===== config.mk =====
export PLATFORM = sky130hd
export DESIGN_NAME = uart_rx_param
export DESIGN_NICKNAME = d
export VERILOG_FILES = /design/src/rtl/uart_pkg.sv /design/src/rtl/uart_rx_fifo.sv /design/src/rtl/uart_rx_param.sv
export SDC_FILE = /design/constraint.sdc
export NUM_CORES = 1
export LEC_CHECK = 0
export BUFFER_PORTS_ARGS = -buffer_cell sky130_fd_sc_hd__buf_4
export CAP_MARGIN = 20
export CORE_ASPECT_RATIO = 1.1
export CORE_MARGIN = 8
export CORE_UTILIZATION = 55
export CTS_BUF_LIST = sky130_fd_sc_hd__clkbuf_16
export CTS_CLUSTER_SIZE = 30
export DETAILED_ROUTE_END_ITERATION = 6
export PLACE_DENSITY_LB_ADDON = 0.25
export SETUP_SLACK_MARGIN = 0.1
export SYNTH_ARGS = -nofsm -noshare
export SYNTH_HDL_FRONTEND = slang
export SYNTH_SLANG_ARGS = --single-unit
export TNS_END_PERCENT = 30

===== constraint.sdc =====
create_clock -name clk_i -period 2.3 [get_ports clk_i]
set_input_delay 0.23 -clock clk_i [delete_from_list [all_inputs] [get_ports clk_i]]
set_output_delay 0.23 -clock clk_i [all_outputs]
set_load 0.005 [all_outputs]

===== src/rtl/uart_pkg.sv =====
`default_nettype none
// +--------------------------------------------------------------------+
// | uart_pkg - shared state encoding, parity codes and divider helper  |
// | Rev 1.0                                                            |
// +--------------------------------------------------------------------+
package uart_pkg;

    typedef enum logic [2:0] {
        ST_IDLE   = 3'd0,
        ST_START  = 3'd1,
        ST_DATA   = 3'd2,
        ST_PARITY = 3'd3,
        ST_STOP   = 3'd4
    } rx_state_t;

    localparam int PAR_NONE = 0;
    localparam int PAR_ODD  = 1;
    localparam int PAR_EVEN = 2;

    // Clocks per oversample tick, floored; never below one clock.
    function automatic int calc_div(input int clk_hz, input int baud, input int os);
        int d;
        d = clk_hz / (baud * os);
        return (d < 1) ? 1 : d;
    endfunction

endpackage
`default_nettype wire


===== src/rtl/uart_rx_fifo.sv =====
`default_nettype none
// +--------------------------------------------------------------------+
// | uart_rx_fifo - small register FIFO; push on full is taken only     |
// | when a pop happens in the same cycle.  Rev 1.0                     |
// +--------------------------------------------------------------------+
module uart_rx_fifo #(
    parameter int WIDTH = 11,
    parameter int DEPTH = 4
) (
    input  logic             clk_i,
    input  logic             rst_ni,
    input  logic             push,
    input  logic [WIDTH-1:0] wdata,
    input  logic             pop,
    output logic [WIDTH-1:0] rdata,
    output logic             full,
    output logic             empty
);
    localparam int AW = $clog2(DEPTH);
    localparam logic [AW:0] FULL_CNT = (AW+1)'(DEPTH);

    logic [WIDTH-1:0] mem [DEPTH];
    logic [AW-1:0]    wr_ptr;
    logic [AW-1:0]    rd_ptr;
    logic [AW:0]      count;
    logic             do_push;
    logic             do_pop;

    assign empty   = (count == '0);
    assign full    = (count == FULL_CNT);
    assign do_pop  = pop && !empty;
    assign do_push = push && (!full || do_pop);
    assign rdata   = mem[rd_ptr];

    always_ff @(posedge clk_i or negedge rst_ni) begin
        if (!rst_ni) begin
            wr_ptr <= '0;
            rd_ptr <= '0;
            count  <= '0;
            for (int i = 0; i < DEPTH; i++) begin
                mem[i] <= '0;
            end
        end else begin
            if (do_push) begin
                mem[wr_ptr] <= wdata;
                wr_ptr      <= wr_ptr + 1'b1;
            end
            if (do_pop) begin
                rd_ptr <= rd_ptr + 1'b1;
            end
            case ({do_push, do_pop})
                2'b10:   count <= count + 1'b1;
                2'b01:   count <= count - 1'b1;
                default: count <= count;
            endcase
        end
    end

endmodule
`default_nettype wire


===== src/rtl/uart_rx_param.sv =====
`default_nettype none
// +--------------------------------------------------------------------+
// | uart_rx_param - configurable oversampled UART receiver with FIFO.  |
// | Optional UART_RX_MAJORITY_EN: 2-of-3 majority bit decision.        |
// | Rev 1.0                                                            |
// +--------------------------------------------------------------------+
module uart_rx_param
    import uart_pkg::*;
#(
    parameter int CLK_HZ     = 50_000_000,
    parameter int BAUD       = 115_200,
    parameter int OVERSAMPLE = 16,
    parameter int DATA_BITS  = 8,
    parameter int PARITY     = 0,
    parameter int STOP_BITS  = 1,
    parameter int FIFO_DEPTH = 4
) (
    input  logic                 clk_i,
    input  logic                 rst_ni,
    input  logic                 rx_i,
    output logic [DATA_BITS-1:0] data_o,
    output logic                 parity_err_o,
    output logic                 frame_err_o,
    output logic                 break_o,
    output logic                 valid_o,
    input  logic                 ready_i,
    output logic                 overrun_o,
    output logic                 busy_o
);
    localparam int DIV = calc_div(CLK_HZ, BAUD, OVERSAMPLE);
    localparam int DW  = $clog2(DIV) + 1;
    localparam int SW  = $clog2(OVERSAMPLE);
    localparam int BW  = $clog2(DATA_BITS);
    localparam int EW  = DATA_BITS + 3;
`ifdef UART_RX_MAJORITY_EN
    localparam int DECIDE_AT = OVERSAMPLE / 2;
`else
    localparam int DECIDE_AT = OVERSAMPLE / 2 - 1;
`endif
    localparam logic [DW-1:0] DIV_LAST   = DW'(DIV - 1);
    localparam logic [SW-1:0] DECIDE_CNT = SW'(DECIDE_AT);
    localparam logic [SW-1:0] LAST_CNT   = SW'(OVERSAMPLE - 1);
    localparam logic [BW-1:0] LAST_BIT   = BW'(DATA_BITS - 1);
    localparam logic          LAST_STOP  = 1'(STOP_BITS - 1);

    rx_state_t            state, state_next;
    logic                 rx_meta, rx_sync, rx_prev, fall;
    logic [DW-1:0]        div_cnt;
    logic [SW-1:0]        samp_cnt;
    logic                 tick, decide, bit_end, bit_val;
    logic [DATA_BITS-1:0] shift_reg;
    logic [BW-1:0]        bit_idx;
    logic                 stop_idx, last_stop;
    logic                 frame_err, parity_err, brk;
    logic                 frame_err_now, brk_now;
    logic [EW-1:0]        entry, head;
    logic                 push, pop, full, empty, overrun;

    always_ff @(posedge clk_i or negedge rst_ni) begin
        if (!rst_ni) begin
            rx_meta <= 1'b1;
            rx_sync <= 1'b1;
            rx_prev <= 1'b1;
        end else begin
            rx_meta <= rx_i;
            rx_sync <= rx_meta;
            rx_prev <= rx_sync;
        end
    end

    assign fall      = rx_prev & ~rx_sync;
    assign tick      = (state != ST_IDLE) && (div_cnt == DIV_LAST);
    assign decide    = tick && (samp_cnt == DECIDE_CNT);
    assign bit_end   = tick && (samp_cnt == LAST_CNT);
    assign last_stop = (stop_idx == LAST_STOP);

`ifdef UART_RX_MAJORITY_EN
    logic [1:0] early;

    always_ff @(posedge clk_i or negedge rst_ni) begin
        if (!rst_ni) begin
            early <= 2'b11;
        end else if (tick && (samp_cnt == SW'(OVERSAMPLE/2 - 2) ||
                              samp_cnt == SW'(OVERSAMPLE/2 - 1))) begin
            early <= {early[0], rx_sync};
        end
    end

    assign bit_val = (early[1] & early[0]) | (early[1] & rx_sync) | (early[0] & rx_sync);
`else
    assign bit_val = rx_sync;
`endif

    // Stop-bit results merge into the entry combinationally so the push needs no extra tick.
    assign frame_err_now = frame_err | ~bit_val;
    assign brk_now       = (stop_idx == 1'b0) ? ((shift_reg == '0) & ~bit_val) : brk;
    assign entry         = {brk_now, frame_err_now, parity_err, shift_reg};

    always_ff @(posedge clk_i or negedge rst_ni) begin
        if (!rst_ni) begin
            state <= ST_IDLE;
        end else begin
            state <= state_next;
        end
    end

    always_comb begin
        state_next = state;
        case (state)
            ST_IDLE:   if (fall) state_next = ST_START;
            ST_START: begin
                if (decide && bit_val) state_next = ST_IDLE;
                else if (bit_end)      state_next = ST_DATA;
            end
            ST_DATA: begin
                if (bit_end && (bit_idx == LAST_BIT))
                    state_next = (PARITY != PAR_NONE) ? ST_PARITY : ST_STOP;
            end
            ST_PARITY: if (bit_end) state_next = ST_STOP;
            ST_STOP:   if (decide && last_stop) state_next = ST_IDLE;
            default:   state_next = ST_IDLE;
        endcase
    end

    always_comb begin
        busy_o = (state != ST_IDLE);
        push   = (state == ST_STOP) && decide && last_stop;
    end

    always_ff @(posedge clk_i or negedge rst_ni) begin
        if (!rst_ni) begin
            div_cnt    <= '0;
            samp_cnt   <= '0;
            shift_reg  <= '0;
            bit_idx    <= '0;
            stop_idx   <= 1'b0;
            frame_err  <= 1'b0;
            parity_err <= 1'b0;
            brk        <= 1'b0;
        end else if (state == ST_IDLE) begin
            div_cnt    <= '0;
            samp_cnt   <= '0;
            shift_reg  <= '0;
            bit_idx    <= '0;
            stop_idx   <= 1'b0;
            frame_err  <= 1'b0;
            parity_err <= 1'b0;
            brk        <= 1'b0;
        end else begin
            div_cnt <= tick ? '0 : div_cnt + 1'b1;
            if (tick) begin
                samp_cnt <= bit_end ? '0 : samp_cnt + 1'b1;
            end
            if (decide) begin
                case (state)
                    ST_DATA:   shift_reg  <= {bit_val, shift_reg[DATA_BITS-1:1]};
                    ST_PARITY: parity_err <= (((^shift_reg) ^ bit_val) != (PARITY == PAR_ODD));
                    ST_STOP: begin
                        frame_err <= frame_err_now;
                        brk       <= brk_now;
                    end
                    default: ;
                endcase
            end
            if (bit_end) begin
                if ((state == ST_DATA) && (bit_idx != LAST_BIT)) bit_idx <= bit_idx + 1'b1;
                if (state == ST_STOP) stop_idx <= 1'b1;
            end
        end
    end

    assign valid_o = !empty;
    assign pop     = valid_o && ready_i;

    always_ff @(posedge clk_i or negedge rst_ni) begin
        if (!rst_ni) begin
            overrun <= 1'b0;
        end else begin
            overrun <= push && full && !pop;
        end
    end

    assign overrun_o = overrun;

    uart_rx_fifo #(
        .WIDTH (EW),
        .DEPTH (FIFO_DEPTH)
    ) u_fifo (
        .clk_i  (clk_i),
        .rst_ni (rst_ni),
        .push   (push),
        .wdata  (entry),
        .pop    (pop),
        .rdata  (head),
        .full   (full),
        .empty  (empty)
    );

    assign {break_o, frame_err_o, parity_err_o, data_o} = head;

endmodule
`default_nettype wire


==> summary.md, run 1 <==
| Metric | Value |
|---|---|
| Fin cells | 439 |
| Main combinational cell family by area after synthesis | multiplexers |
| Most used DFF post-synth | dfrtp_1 |
| Die Ht | 105.3 um |
| Slowest cell on crit path | or3b_1 |
| Met3 Track Usage GR | 4.311% |
| Global Route Usage Sum | 15.66% |
| Final period utilization | 95.57% |
| RSZ-0062 raised after global routing | true |
| VDD IR max | 0.4764 mV |
| Status | finished clean |
| Relative slew slack | 60.74% |
| Pin count of the biggest net entering global routing | 47 |
| TritonCTS Buffers | 9 |
| DIE AREA | 10240 um^2 |
| Number of global-route vias before repair | 2555 |
| Via Count | 2445 |
| CP max stage delay | 410 ps |
| Grt met2 use | 26.09% |
| Core box area | 7007 um^2 |
| GR Overflow Total | 0 |
| Max Cap Viol | 0 |
| CTS root buf | clkbuf_16 |
| P_sw | 0.0008155 W |
| Clock Skew | 6.373 ps |
| CP Launch Point | div_cnt[0] |
| Slew @ Worst Pin | 588.9 ps |
| Synth area leaders | dfrtp_1 (50%), mux2_2 (12%), mux4_2 (6.2%), ha_1 (4.4%), mux2i_1 (2.8%) |
| Critical Path Sink Type | flop |
| Hold Fails Final Rpt | 0 |
| Antenna violations before repair | 0 |
| CTS tree | done |
| Busiest grt layer | met2 |
| Met1 Resource Use GR | 19.04% |
| Gp weighted congestion | 0.7896 |
| 1st-pass router iterations | 4 |
| Compound-cell area share of the yosys netlist | 2.571% |
| Crit path to | u_fifo.mem[36] |
| Post-synth EDFFs | 0 |
| Syn avg cell area | 12.92 um^2 |
| Post-synth ARST share | 100.0% |
| Adder-Cell Fraction of Synth Area | 4.890% |
| Pwr Density | 719.1 nW/um^2 |
| Endpoint of the lowest-slack register-to-register path | u_fifo.mem[36] |
| Syn Nets | 328 |
| R2R setup slack | 100 ps |
| Post-synthesis simple-gate area fraction | 11.88% |
| Mapped Area | 3991 um^2 |
| CTS clk-pin slew, worst paths | 60 ps |
| Die X | 97.23 um |
| Reg2reg start | div_cnt[0] |
| Share of cells above drive strength 1 | 37.85% |
| Clk sink count | 83 |
| CTS H-Tree Depth | 3 |
| Detail Placement HPWL | 4.935 mm |
| Crit start category | flop |
| CP top delay family | simple AND/OR/NAND/NOR gates |
| Critical Path RT | 2520 ps |
| Worst Reg-to-Reg Cells | 7 |
| Cells after Synth | 309 |
| Synth area leader | dfrtp_1 |
| Slew Viols, Final | 0 |
| Vias/cell | 5.569 |
| Finish-stage setup viols | 0 |
| Ports | 18 |
| Input/output buffers | 17 |
| Number of cell rows | 32 |
| Detailed Route WL | 7.350 mm |
| Worst EP arrival | 2410 ps |
| Stages on the worst setup path | 7 |
| XOR/XNOR Fraction of Synth Area | 3.511% |
| Combinational power share | 8.9% |
| Post-synthesis mux area share | 21.66% |
| CP max FO | 11 |
| Antenna diode count | 0 |
| Pwr Total | 0.003443 W |
| Residual DRC | 0 |
| Sequential share of the synthesized area | 52.13% |
| Post-synth top area share | 50.16% |
| Initial cell density of the core | 56.96% |
| Fmax | 454.9 MHz |
| Crit Path Category | reg -> reg |
| Post-layout util | 68.34% |
| Number of flip-flops under the largest register name | 44 |
| 1st-iter DRT viols | 51 |
| Clk buf depth | 2 |
| Clock power frac | 44.0% |
| Top post-synthesis cells by count | dfrtp_1 (80), mux2_2 (42), nor2_1 (20) |
| Worst path buffer plus inverter count | 2 |
| Antenna Nets Post-Route | 0 |
| Layout area overhead | 19.97% |
| Leak | 2.276 nW |
| Number of distinct library cells after synthesis | 47 |
| Number of synthesized register bits | 83 |
| Post-DR wirelength/cell | 16.74 um |
| Worst hold-check path type | in -> reg |
| Ys Warns | 0 |
| Sequential power share | 47.1% |
| Nets@finish | 368 |
| Clock Latency Late Sink | 340 ps |
| Tmin final | 2198 ps |
| Pint | 0.002628 W |
| Dpl cells | 418 |
| Count leader, synth | dfrtp_1 |
| Sw Ratio | 23.68% |
| Cells along the critical path | inv_1 > ha_1 > or3b_1 > nor3_4 > nand3_1 > buf_12 > mux2_2 |
| First-pass GRT wire length | 12.94 mm |
==> placed cells by master, fill, tap and decap left out, types with 2 or more instances in the layout <==
| cell | n |
|---|---|
| a21oi_1 | 8 |
| and2_1 | 2 |
| buf_12 | 5 |
| buf_4 | 34 |
| bufinv_16 | 2 |
| clkbuf_16 | 9 |
| dfrtp_1 | 80 |
| dfstp_2 | 3 |
| dlygate4sd3_1 | 2 |
| ha_1 | 12 |
| ha_2 | 2 |
| inv_1 | 18 |
| mux2_1 | 3 |
| mux2_2 | 42 |
| mux2i_1 | 11 |
| mux4_2 | 11 |
| nand2_1 | 10 |
| nand3_1 | 9 |
| nand3_2 | 3 |
| nand4_1 | 3 |
| nor2_1 | 20 |
| nor2_2 | 8 |
| nor2b_1 | 3 |
| nor3_1 | 2 |
| nor4_4 | 2 |
| nor4b_1 | 2 |
| o21ai_0 | 3 |
| xnor2_1 | 8 |
| xor2_1 | 8 |
==> how the worst min path moves through the flow <==
stage / startpoint / to / slack, ps / depth (start not counted)
floorplan: rst_ni / bit_idx[0] / -70 / 0
global route: ready_i / overrun_o / 170 / 3
global placement: rst_ni / u_fifo.mem[23] / 220 / 1
detailed placement: rst_ni / u_fifo.mem[23] / 230 / 1
CTS: ready_i / overrun_o / 160 / 3
finish: ready_i / overrun_o / 170 / 3
==> tightest hold or removal path: cells and delay by family <==
kind	cells	cell delay (ps)
buffers and inverters	1	80
AND/OR/NAND/NOR	2	160
==> what timing repair did <==
action | in CTS | in global routing
pin swaps | 1 | 2
buffers inserted | 1 | 2
hold endpoints to repair | 38 | 0
resized for setup | 3 | 7
hold buffers | 2 | 0
setup endpoints to repair | 3 | 28
==> kinds of logic (layout without fill, tap and decap cells) <==
group           count (synthesis)  in the layout
flops                          83             83
simple gates                   82             82
mux                            67             67
buf+inv                        29             74
compound gates                 17             17
xor+xnor                       16             16
fa+ha+maj                      15             15
==> final cells by class <==
cell class                      instances  area (um^2)
Fill cell                             528         2218
Clock buffer                            9        225.2
Timing Repair Buffer                   41        375.4
Tap cell                               85        106.4
Multi-Input combinational cell        197         1844
Sequential cell                        83         2081
Clock inverter                          7        92.59
Inverter                               17        63.81
==> per-layer routing <==
metal / routed length, um / up-vias / part of all wire, %
met5: 0 / - / 0
met3: 207 / 6 / 2.8
met4: 63 / 0 / 0.86
met2: 3827 / 21 / 52
met1: 3251 / 1242 / 44
li1: - / 1176 / -
==> power by group through the flow <==
| stage | clock [W] | sequential (W) | combinational (W) |
|---|---|---|---|
| 6_report | 0.00152 | 0.00162 | 0.000307 |
| 5_1_grt | 0.00162 | 0.00163 | 0.000353 |
| 3_3_place_gp | 0 | 0.00165 | 0.000272 |
| 3_5_place_dp | 0 | 0.00165 | 0.000281 |
| 2_1_floorplan | 0 | 0.00163 | 0.000204 |
| 4_1_cts | 0.00155 | 0.00162 | 0.000306 |
==> per-stage QoR <==
stage	cell area, um^2	setup slack, ps	setup TNS, ps	hold WS (ps)
after detailed placement	4385	-10.93	-10.93	226.4
final	4788	101.8	0	168.1
after global routing	4788	14.31	0	174.8
after floorplan	4011	120.6	0	-65.59
after CTS	4746	131.0	0	155.7
after global placement	4385	71.89	0	224.8
Note: power is estimated with default switching activity, not from simulation.
==> run 2: changes to the inputs <==
clock period = 1.8 ns   (was 2.3 ns; I/O delays follow)
==> run 2 against run 1 <==
- the flow now finishes with violations (negative setup slack)
- total power is 27% higher
- register-to-register slack worse by 380 ps
- global-route usage is 1.4 points higher
- final cell count is 8.0% higher
- die area stayed put
- largest cell class unchanged
==> summary.md, run 2 (synthesized netlist as in run 1, its figures left out) <==
| Metric | Value |
|---|---|
| Leak | 2.478 nW |
| Stages on the worst setup path | 9 |
| Core box area | 7007 um^2 |
| Relative slew slack | 70.36% |
| Max Cap Viol | 0 |
| Antenna Nets Post-Route | 0 |
| TritonCTS Buffers | 9 |
| CTS root buf | clkbuf_16 |
| Number of global-route vias before repair | 2914 |
| Crit start category | flop |
| Tmin final | 2082 ps |
| PnR worst setup slack | -281.7 ps |
| CP max stage delay | 420 ps |
| Pin count of the biggest net entering global routing | 52 |
| CTS clk-pin slew, worst paths | 60 ps |
| Slew @ Worst Pin | 444.6 ps |
| VDD IR max | 0.7010 mV |
| Pwr Density | 828.2 nW/um^2 |
| Input/output buffers | 17 |
| Hold Path Cell Cnt | 4 |
| CTS tree | done |
| Multi-input logic area | 1987 um^2 |
| Detail Placement HPWL | 5.448 mm |
| RSZ-0062 raised after global routing | true |
| Setup TNS | -13010 ps |
| Most used cell, CP | xor2_1 |
| Worst path buffer plus inverter count | 1 |
| Share of cells above drive strength 1 | 47.30% |
| Initial cell density of the core | 56.96% |
| Crit Path Category | reg -> reg |
| Fillers | 439 |
| Post-DR wirelength/cell | 18.51 um |
| Detailed Route WL | 8.776 mm |
| Cells along the critical path | or3b_4 > nor4_4 > nand2_1 > ha_2 > inv_2 > fa_2 > xor2_1 > nor2_1 > xor2_1 |
| Global Route Usage Sum | 17.06% |
| Dpl cells | 445 |
| Clk sink count | 83 |
| Die X | 97.23 um |
| Seq. cell area | 2081 um^2 |
| First-pass GRT wire length | 14.32 mm |
| Commonest non-fill, non-tap cell in the layout | dfrtp_1 |
| HP Start | ready_i |
| CTS H-Tree Depth | 3 |
| Number of cell rows | 32 |
| Hold Fails Final Rpt | 0 |
| Vias/cell | 5.582 |
| 1st-iter DRT viols | 105 |
| Min-Delay Endpoint | overrun_o |
| Critical Path RT | 2020 ps |
| Clk buf depth | 2 |
| DP Area | 4599 um^2 |
| Critical Path Sink Type | flop |
| Final period utilization | 115.7% |
| 1st-pass router iterations | 4 |
| Worst Reg-to-Reg Cells | 9 |
| Antenna diode count | 0 |
| Status | finished, violations left |
| Slowest cell on crit path | or3b_4 |
| Nets@finish | 403 |
| GR Overflow Total | 0 |
| Worst hold-check path type | in -> reg |
| Gp weighted congestion | 0.8028 |
| Failing checks | negative setup slack |
| Fmax | 480.4 MHz |
| CP top delay family | simple AND/OR/NAND/NOR gates |
| R2R setup slack | -280 ps |
| Most frequent cells in the layout | dfrtp_1 (80), buf_4 (46), mux2_2 (42), nor2_1 (20), buf_6 (20) |
| Antenna violations before repair | 0 |
| Endpoint of the lowest-slack register-to-register path | u_fifo.count[2] |
| Clock Skew | 6.498 ps |
| Design Area, Final | 5284 um^2 |
| Via Count | 2646 |
| Fin cells | 474 |
| Worst EP arrival | 2300 ps |
| Finish-stage setup viols | 59 |
| Clock Latency Late Sink | 330 ps |
| Number of flip-flops under the largest register name | 44 |
| Slew Viols, Final | 0 |
| Reg2reg start | state[0] |
| Die Ht | 105.3 um |
| Layout area overhead | 32.38% |
| DIE AREA | 10240 um^2 |
| CP max FO | 2 |
| CP Launch Point | state[0] |
| Residual DRC | 0 |
| Ports | 18 |
[run 2: cell count changes in the layout (fill, tap and decap cells not counted), moves of 3 or more]
cell	delta
nand3_4	+4
buf_4	+12
nand3_2	-3
buf_6	+20
[run 2: worst max path at each step]
stage	to	slack, ps
2_1_floorplan	u_fifo.count[2]	-250
3_5_place_dp	u_fifo.count[1]	-330
5_1_grt	u_fifo.count[2]	-410
3_3_place_gp	parity_err	-240
4_1_cts	u_fifo.count[2]	-300
6_report	u_fifo.count[2]	-280
[run 2: worst register-to-register path, cell delays in order, from the launching register on]
cell and delay (ps):
dfrtp_1 380, or3b_4 420, nor4_4 290, nand2_1 90
ha_2 190, inv_2 60, fa_2 190, xor2_1 150
nor2_1 70, xor2_1 140
[run 2: per-layer routing]
metal	up-vias	global-route usage, %	share of wire [%]
li1	1240	-	-
met1	1346	19.51	41
met2	48	30.64	54
met3	12	4.376	3.0
met4	0	5.092	1.8
met5	-	0	0
[run 2: power by group]
group          switching, W  internal, W
clock network      0.000786     0.000953
logic              0.000298     0.000315
registers         0.0000642      0.00196
total               0.00115      0.00323
[run 2: repair_timing]
| item | in CTS | in global routing |
|---|---|---|
| gates resized for setup | 37 | 15 |
| pin swaps | 11 | 10 |
| cloned | 2 | 2 |
| hold buffers | 2 | 0 |
| buffers inserted | 3 | 4 |
| endpoints found under the setup margin | 74 | 78 |
| hold endpoints to repair | 30 | 0 |
[run 2: cell type report]
class / instances / area share (%)
Timing Repair Buffer: 76 / 14.40
Clock buffer: 9 / 4.262
Multi-Input combinational cell: 197 / 37.60
Inverter: 17 / 1.208
Sequential cell: 83 / 39.38
Clock inverter: 7 / 1.137
Tap cell: 85 / 2.013
[run 2: metrics by stage]
step | power (W) | hold WS (ps) | setup slack (ps) | util (%)
3_5_place_dp | 0.002613 | 154.9 | -332.9 | 65.64
5_1_grt | 0.004574 | 209.6 | -412.4 | 75.41
4_1_cts | 0.004397 | 207.8 | -297.0 | 72.96
2_1_floorplan | 0.002342 | -115.6 | -254.5 | -
6_report | 0.004376 | 204.3 | -281.7 | 75.41
3_3_place_gp | 0.002590 | 151.0 | -243.8 | 65.64
